File: config.mk
export PLATFORM = sky130hd
export DESIGN_NAME = truth_table_sweeper
export DESIGN_NICKNAME = d
export VERILOG_FILES = /design/src/rtl/truth_table_sweeper.sv
export SDC_FILE = /design/constraint.sdc
export NUM_CORES = 1
export LEC_CHECK = 0
export CAP_MARGIN = 25
export CORE_UTILIZATION = 58
export DETAILED_ROUTE_END_ITERATION = 8
export GPL_TIMING_DRIVEN = 1
export PLACE_DENSITY = 0.83
export REMOVE_ABC_BUFFERS = 1
export SLEW_MARGIN = 0
export SYNTH_ARGS = -nofsm -noshare
export SYNTH_HDL_FRONTEND = slang
export SYNTH_SLANG_ARGS = --single-unit
File: constraint.sdc
create_clock -name clk -period 3.7 [get_ports clk]
set_input_delay 1.11 -clock clk [delete_from_list [all_inputs] [get_ports clk]]
set_output_delay 1.11 -clock clk [all_outputs]
set_load 0.02 [all_outputs]
File: src/rtl/truth_table_sweeper.sv
// truth_table_sweeper: steps a 3-input block through all 8 input combinations and captures its 8-bit truth table.
//   Parameters:
//     HOLD_CYCLES  clocks each combination is held (1..65535); f is sampled on the last one
//     EXP_TT       expected truth table, bit i = f for {x1,x2,x3} = i
//   Ports:
//     clk     rising-edge clock
//     rst_n   asynchronous active-low reset
//     start   sweep request, honoured only when idle
//     f       output of the block under test
//     x1..x3  stimulus, {x1,x2,x3} = current index while busy, else 000
//     busy    sweep in progress
//     done    one-cycle pulse after the final sample
//     tt_out  last captured truth table
//     match   tt_out == EXP_TT, updated together with tt_out
module truth_table_sweeper #(
    parameter int unsigned    HOLD_CYCLES = 20,
    parameter logic [7:0]     EXP_TT      = 8'hE8
) (
    input  logic       clk,
    input  logic       rst_n,
    input  logic       start,
    input  logic       f,
    output logic       x1,
    output logic       x2,
    output logic       x3,
    output logic       busy,
    output logic       done,
    output logic [7:0] tt_out,
    output logic       match
);

    // At least one bit so HOLD_CYCLES = 1 still has a legal counter.
    localparam int CW = (HOLD_CYCLES > 1) ? $clog2(HOLD_CYCLES) : 1;
    localparam logic [CW-1:0] LAST = CW'(HOLD_CYCLES - 1);

    typedef enum logic [1:0] {IDLE, DRIVE, DONE} state_t;

    state_t        state_q, state_d;
    logic [2:0]    idx_q, idx_d;
    logic [CW-1:0] cnt_q, cnt_d;
    logic [7:0]    shadow_q, shadow_d;
    logic [7:0]    tt_q, tt_d;
    logic          match_q, match_d;

    always_ff @(posedge clk or negedge rst_n) begin
        if (!rst_n) begin
            state_q  <= IDLE;
            idx_q    <= '0;
            cnt_q    <= '0;
            shadow_q <= '0;
            tt_q     <= '0;
            match_q  <= 1'b0;
        end else begin
            state_q  <= state_d;
            idx_q    <= idx_d;
            cnt_q    <= cnt_d;
            shadow_q <= shadow_d;
            tt_q     <= tt_d;
            match_q  <= match_d;
        end
    end

    always_comb begin
        state_d  = state_q;
        idx_d    = idx_q;
        cnt_d    = cnt_q;
        shadow_d = shadow_q;
        tt_d     = tt_q;
        match_d  = match_q;
        case (state_q)
            IDLE: begin
                if (start) begin
                    state_d  = DRIVE;
                    idx_d    = '0;
                    cnt_d    = '0;
                    shadow_d = '0;
                end
            end
            DRIVE: begin
                if (cnt_q != LAST) begin
                    cnt_d = cnt_q + CW'(1);
                end else begin
                    cnt_d         = '0;
                    shadow_d[idx_q] = f;
                    if (idx_q == 3'd7) begin
                        // Final sample goes straight into the published table so
                        // tt_out/match change in one edge.
                        state_d = DONE;
                        tt_d    = shadow_d;
                        match_d = (shadow_d == EXP_TT);
                    end else begin
                        idx_d = idx_q + 3'd1;
                    end
                end
            end
            DONE:    state_d = IDLE;
            default: state_d = IDLE;
        endcase
    end

    // Outputs decode registered state only, so x changes only on clock edges.
    assign busy         = (state_q == DRIVE);
    assign done         = (state_q == DONE);
    assign {x1, x2, x3} = busy ? idx_q : 3'b000;
    assign tt_out       = tt_q;
    assign match        = match_q;

endmodule

==> metrics.md, run 1 <==
| Metric | Value |
|---|---|
| Outcome | `complete, no violations` |
| Switching pwr | `0.381 mW` |
| Combinational share of power | `39.9%` |
| Worst skew pair latency | `0.31 ns` |
| Distinct cells, synth | `31` |
| Grt total ovfl | `0` |
| Sw frac | `37.9%` |
| Avg Inst Size Synth | `10.0 um^2` |
| Hold Vio Cnt, Final | `0` |
| Via count | `1034` |
| Buf+Inv Stages, Crit Path | `2` |
| Placement Setup Slack | `0.880 ns` |
| Drc violations | `0` |
| 1st-iter DRT viols | `28` |
| Synth Register Bits | `27` |
| CTS HTree Levels | `1` |
| Peak Freq | `315 MHz` |
| Hold WC Path Type | `flop to flop` |
| Crit-path cells | `nand2b_1 -> inv_1 -> and2_1 -> clkdlybuf4s50_1` |
| Sequential share of power | `47.7%` |
| Worst setup EP type | `output port` |
| Slowest stage cell on the critical path | `clkdlybuf4s50_1` |
| Cell family with most CP delay | `buffers and inverters` |
| Final setup margin | `0.522 ns` |
| Setup violators final | `0` |
| Post-layout min period | `3.18 ns` |
| Yosys top cell area share | `49.5%` |
| Vias in the first global route | `986` |
| Initial Util | `61.8%` |
| Number of flops mapped to enable cells by yosys | `0` |
| Nets | `160` |
| Vias per cell | `5.74` |
| Clk buf depth | `2` |
| Area leader, netlist | `dfrtp_1` |
| Share of cells above drive strength 1 | `6.58%` |
| # clock sinks | `27` |
| # rows | `17` |
| Total CTS buffers | `3` |
| Syn-to-layout area delta | `14.8%` |
| Crit path DAT | `2.07 ns` |
| Hold-fix buffers at CTS | `0` |
| Crit path max fanout | `12` |
| CP required | `2.59 ns` |
| Largest net degree at the start of global routing | `28` |
| Post-cts sizing count | `0` |
| Sequential fraction of the synthesis area | `49.5%` |
| Leakage | `0.715 nW` |
| Least-Margin Pin Slew | `0.579 ns` |
| Clk slew on worst S/H paths | `0.14 ns` |
| Final total power | `1.00 mW` |
| Ys async rst share | `100%` |
| Setup TNS | `0 ns` |
| Io pins | `18` |
| Max-slew violation count | `0` |
| Count leader, synth | `dfrtp_1` |
| Root Driver | `clkbuf_4` |
| Placed cells | `176` |
| Worst Setup Start Kind | `flop` |
| Pwr Density | `640 nW/um^2` |
| Post-CTS setup buffer count | `0` |
| Ys Warns | `0` |
| Wire length per cell | `14.3 um` |
| Synth cell count leaders | `dfrtp_1 (27), o21ai_0 (18), nand2_1 (17)` |
| Top cells by area, synth | `dfrtp_1 (49%), o21ai_0 (6.6%), mux2i_1 (5.9%), nand2_1 (4.7%), ha_1 (2.7%)` |
| Post-Synthesis Cells | `136` |
| Final Skew | `0.00368 ns` |
| Ant diodes | `0` |
| Die width | `50.5 um` |
| Global-route wire length before repair | `4370 um` |
| Synth Flop Type | `dfrtp_1` |
| Wirelength, routed | `2570 um` |
| Final ANT Viol Nets | `0` |
| Maximum VDD drop | `0.368 mV` |
| Final Instance Count excl. Fillers | `180` |
| Initial antenna violation count | `0` |
| Core area | `2210 um^2` |
| Final HPWL DP | `1830 um` |
| 1st-pass router iterations | `4` |
| CTS tree | `built` |
| Final Cycle Share | `85.9%` |
| PortBufs | `17` |
| Relative slew margins | `61.3%` |
| Post-Syn Area | `1370 um^2` |
| Total track usage | `23.2%` |
| Max_cap viols | `0` |
| Die height | `50.5 um` |
| RSZ-0062 raised after global routing | `false` |
| Die area | `2550 um^2` |
| Internal cell power | `0.624 mW` |
| Placer Congestion | `0.800` |
| CP max stage delay | `0.60 ns` |
| Critical path class | `flop to output port` |
| Clk pwr share | `12.4%` |
==> sequential cells by signal (all words and copies together), names as in the netlist <==
signal,count
shadow_q,8
tt_out,8
cnt_q,5
idx_q,3
state_q,2
match,1
==> stage by stage <==
stage,instance area [um^2],hold WS (ns),util [%]
after floorplan,1320,0.449,-
after global placement,1540,0.461,69.7
after detailed placement,1540,0.470,69.7
after CTS,1570,0.503,70.9
after global routing,1570,0.509,70.9
final,1570,0.497,70.9
==> path summary, 6_finish.rpt <==
path | from | endpoint | slack [ns] | cells past startpoint
max | state_q[1] | x1 | 0.52 | 4
min | tt_out[1] | tt_out[1] | 0.50 | 2
max reg2reg | cnt_q[0] | match | 1.79 | 6
min reg2reg | tt_out[1] | tt_out[1] | 0.50 | 2
max in group asynchronous | rst_n | shadow_q[4] | 2.30 | 2
min in group asynchronous | rst_n | cnt_q[4] | 1.14 | 2
==> power groups by stage <==
stage	logic [mW]	clock network [mW]	registers, mW
global route	0.455	0.137	0.495
detailed placement	0.401	0	0.485
CTS	0.403	0.132	0.478
floorplan	0.280	0	0.468
global placement	0.385	0	0.477
finish	0.401	0.124	0.479
==> placed cells by master (no fill, tap or decap), types with 4 or more instances in the layout <==
| master | n |
|---|---|
| clkdlybuf4s50_1 | 17 |
| mux2i_1 | 8 |
| inv_1 | 7 |
| nand2_1 | 17 |
| o21ai_0 | 18 |
| a21oi_1 | 6 |
| dfrtp_1 | 27 |
| nor2_1 | 5 |
| nand3b_1 | 4 |
==> layout make-up <==
type,instances,area (um^2)
multi-input cells,95,621
fillers,166,643
repair buffers,19,185
flip-flops and latches,27,676
well taps,28,35.0
clock buffers,4,26.3
inverters,7,26.3
==> cells by family (layout without fill, tap and decap cells) <==
kind of cell / count (synthesis) / after routing / share of synthesized area, %
compound gates: 37 / 37 / 17.0
fa+ha+maj: 3 / 3 / 2.75
buf+inv: 14 / 30 / 5.13
flops: 27 / 27 / 49.5
mux: 10 / 10 / 7.51
simple gates: 45 / 45 / 18.1
==> routing by layer <==
metal / wire length [um] / GRT usage [%] / vias up
met2: 1240 / 38.0 / 19
met5: 0 / 0 / -
li1: - / - / 513
met3: 80 / 3.03 / 2
met1: 1230 / 31.4 / 500
met4: 17 / 8.80 / 0
==> worst min-delay path, delay by kind of cell (launching register included) <==
| kind | cells | cell delay (ns) |
|---|---|---|
| and+or+nand+nor | 1 | 0.05 |
| DFF | 1 | 0.37 |
| AOI/OAI and AO/OA | 1 | 0.06 |
(Power assumes the default switching activity.)
==> run 2, diff against run 1 <==
- CTS_CLUSTER_DIAMETER: default -> 150
==> results of run 2 <==
Same layout as run 1: the final DEF is identical, and so are final timing and power.
==> run 3, diff against run 2 <==
- CORE_ASPECT_RATIO: default -> 1.2
- PLACE_DENSITY: 0.83 -> 0.8
==> run 3 against run 2 <==
Effect of this change:
- routed wire length fell by 2.9%
- clock-buffer cell count unchanged
- die area about the same
==> metrics.md, run 3 (synthesis results as in run 1) <==
| Metric | Value |
|---|---|
| Outcome | `complete, no violations (unchanged)` |
| # clock sinks | `27 (unchanged)` |
| Syn-to-layout area delta | `15.0% (was 14.8%)` |
| Most common cell after layout, fill and taps aside | `dfrtp_1 (unchanged)` |
| Vias in the first global route | `975 (was 986)` |
| Clk slew on worst S/H paths | `0.14 ns (about the same)` |
| Setup violators final | `0 (unchanged)` |
| Crit path DAT | `2.02 ns (was 2.07 ns)` |
| Hold-fix buffers at CTS | `0 (unchanged)` |
| 1st-pass router iterations | `4 (unchanged)` |
| Drc violations | `0 (unchanged)` |
| CP required | `2.59 ns (about the same)` |
| Hold Vio Cnt, Final | `0 (unchanged)` |
| Least-Margin Pin Slew | `0.526 ns (was 0.579 ns)` |
| Post-cts sizing count | `0 (unchanged)` |
| RSZ-0062 raised after global routing | `false (unchanged)` |
| Flop2flop setup slack | `1.81 ns (was 1.79 ns)` |
| 1st-iter DRT viols | `13 (was 28)` |
| Die height | `55.2 um (was 50.5 um)` |
| Setup TNS | `0 ns (unchanged)` |
| Worst Setup Start Kind | `flop (unchanged)` |
| CTS HTree Levels | `1 (unchanged)` |
| Root Driver | `clkbuf_4 (unchanged)` |
| Final Cycle Share | `84.7% (was 85.9%)` |
| Final HPWL DP | `1780 um (was 1830 um)` |
| Max-slew violation count | `0 (unchanged)` |
| Final Skew | `0.00515 ns (was 0.00368 ns)` |
| Hold WC Path Type | `flop to flop (unchanged)` |
| Share of cells above drive strength 1 | `6.58% (unchanged)` |
| Maximum VDD drop | `0.376 mV (was 0.368 mV)` |
| Wire length per cell | `13.7 um (was 14.3 um)` |
| Slowest stage cell on the critical path | `clkdlybuf4s50_1 (unchanged)` |
| Die width | `46.3 um (was 50.5 um)` |
| Initial Util | `63.9% (was 61.8%)` |
| Via count | `1040 (was 1034)` |
| Leakage | `0.715 nW (unchanged)` |
| Die area | `2550 um^2 (about the same)` |
| Ant diodes | `0 (unchanged)` |
| Initial antenna violation count | `0 (unchanged)` |
| Io pins | `18 (unchanged)` |
| Cell count of the worst reg-to-reg path | `6 (unchanged)` |
| Crit path max fanout | `12 (unchanged)` |
| Worst setup EP type | `output port (unchanged)` |
| Post-CTS setup buffer count | `0 (unchanged)` |
| Vias per cell | `5.71 (was 5.74)` |
| Relative slew margins | `64.8% (was 61.3%)` |
| Wirelength, routed | `2500 um (was 2570 um)` |
| Placed cells | `178 (was 176)` |
| Clk buf depth | `2 (unchanged)` |
| Total track usage | `23.7% (was 23.2%)` |
| Final Instance Count excl. Fillers | `182 (was 180)` |
| HP Start | `tt_out[7] (was tt_out[1])` |
| Largest net degree at the start of global routing | `28 (unchanged)` |
| Register area | `676 um^2 (unchanged)` |
| Hold EP | `tt_out[7] (was tt_out[1])` |
| CP max stage delay | `0.60 ns (about the same)` |
| # rows | `18 (was 17)` |
| Max_cap viols | `0 (unchanged)` |
| Fill cell total of the finished layout | `159 (was 166)` |
| Reg2reg start | `cnt_q[0] (unchanged)` |
| Grt total ovfl | `0 (unchanged)` |
| Core area | `2140 um^2 (was 2210 um^2)` |
| Crit-path cells | `nand2b_1 -> inv_1 -> and2_1 -> clkdlybuf4s50_1 (unchanged)` |
| Most frequent cells in the layout | `dfrtp_1 (27), o21ai_0 (18), nand2_1 (17), clkdlybuf4s50_1 (17), mux2i_1 (8) (unchanged)` |
| Pwr Density | `643 nW/um^2 (was 640 nW/um^2)` |
| Critical path class | `flop to output port (unchanged)` |
| Nets | `160 (unchanged)` |
| Final ANT Viol Nets | `0 (unchanged)` |
| FF-to-FF End | `match (unchanged)` |
| Total CTS buffers | `3 (unchanged)` |
| CTS tree | `built (unchanged)` |
| PortBufs | `17 (unchanged)` |
| Hold depth | `2 (unchanged)` |
| Post-layout min period | `3.13 ns (was 3.18 ns)` |
| Global-route wire length before repair | `4340 um (was 4370 um)` |
| Worst skew pair latency | `0.32 ns (was 0.31 ns)` |
| Placer Congestion | `0.814 (was 0.800)` |
| Peak Freq | `319 MHz (was 315 MHz)` |
| Multi-input logic area | `621 um^2 (unchanged)` |
run 3: worst max-delay path: cells and delay by family, from the launching register on:
kind                   cells  cell delay (ns)
buffers and inverters      2             0.90
flip-flops                 1             0.40
AND/OR/NAND/NOR            2             0.41
run 3: worst max-delay path by stage:
stage          startpoint  endpoint  slack (ns)  depth (start not counted)
2_1_floorplan  state_q[1]        x1        1.39                          3
3_3_place_gp   state_q[1]        x3        0.98                          4
3_5_place_dp            f     match        0.91                          5
4_1_cts        state_q[1]        x2        0.56                          4
5_1_grt        state_q[1]        x2        0.42                          4
6_report       state_q[1]        x2        0.57                          4
run 3: metal layers:
metal	track usage [%]	vias up	share of wire, %
met1	32.5	501	47
li1	-	514	-
met5	0	-	0
met4	7.35	0	0.96
met3	2.92	4	2.6
met2	38.7	21	50
run 3: area by class of cell:
class                      count  share of cell area, %
timing repair buffer          19                   11.8
clock buffer                   4                   1.67
tap                           30                   2.39
inverter                       7                   1.67
multi-input combinational     95                   39.5
sequential                    27                   43.0
run 3: power breakdown:
part | internal [mW] | switching, mW | total, mW
Combinational | 0.205 | 0.196 | 0.401
Clock | 0.0422 | 0.0835 | 0.126
Sequential | 0.377 | 0.107 | 0.484
Total | 0.624 | 0.386 | 1.01
run 3: metrics by stage:
| step | instance area, um^2 | hold WS (ns) | utilization (%) | power, mW | setup WS, ns |
|---|---|---|---|---|---|
| final | 1570 | 0.496 | 73.5 | 1.01 | 0.567 |
| after global routing | 1570 | 0.523 | 73.5 | 1.08 | 0.425 |
| after CTS | 1570 | 0.501 | 73.5 | 1.01 | 0.557 |
| after detailed placement | 1550 | 0.469 | 72.2 | 0.888 | 0.907 |
| after global placement | 1550 | 0.463 | 72.2 | 0.865 | 0.975 |
| after floorplan | 1320 | 0.449 | - | 0.748 | 1.39 |
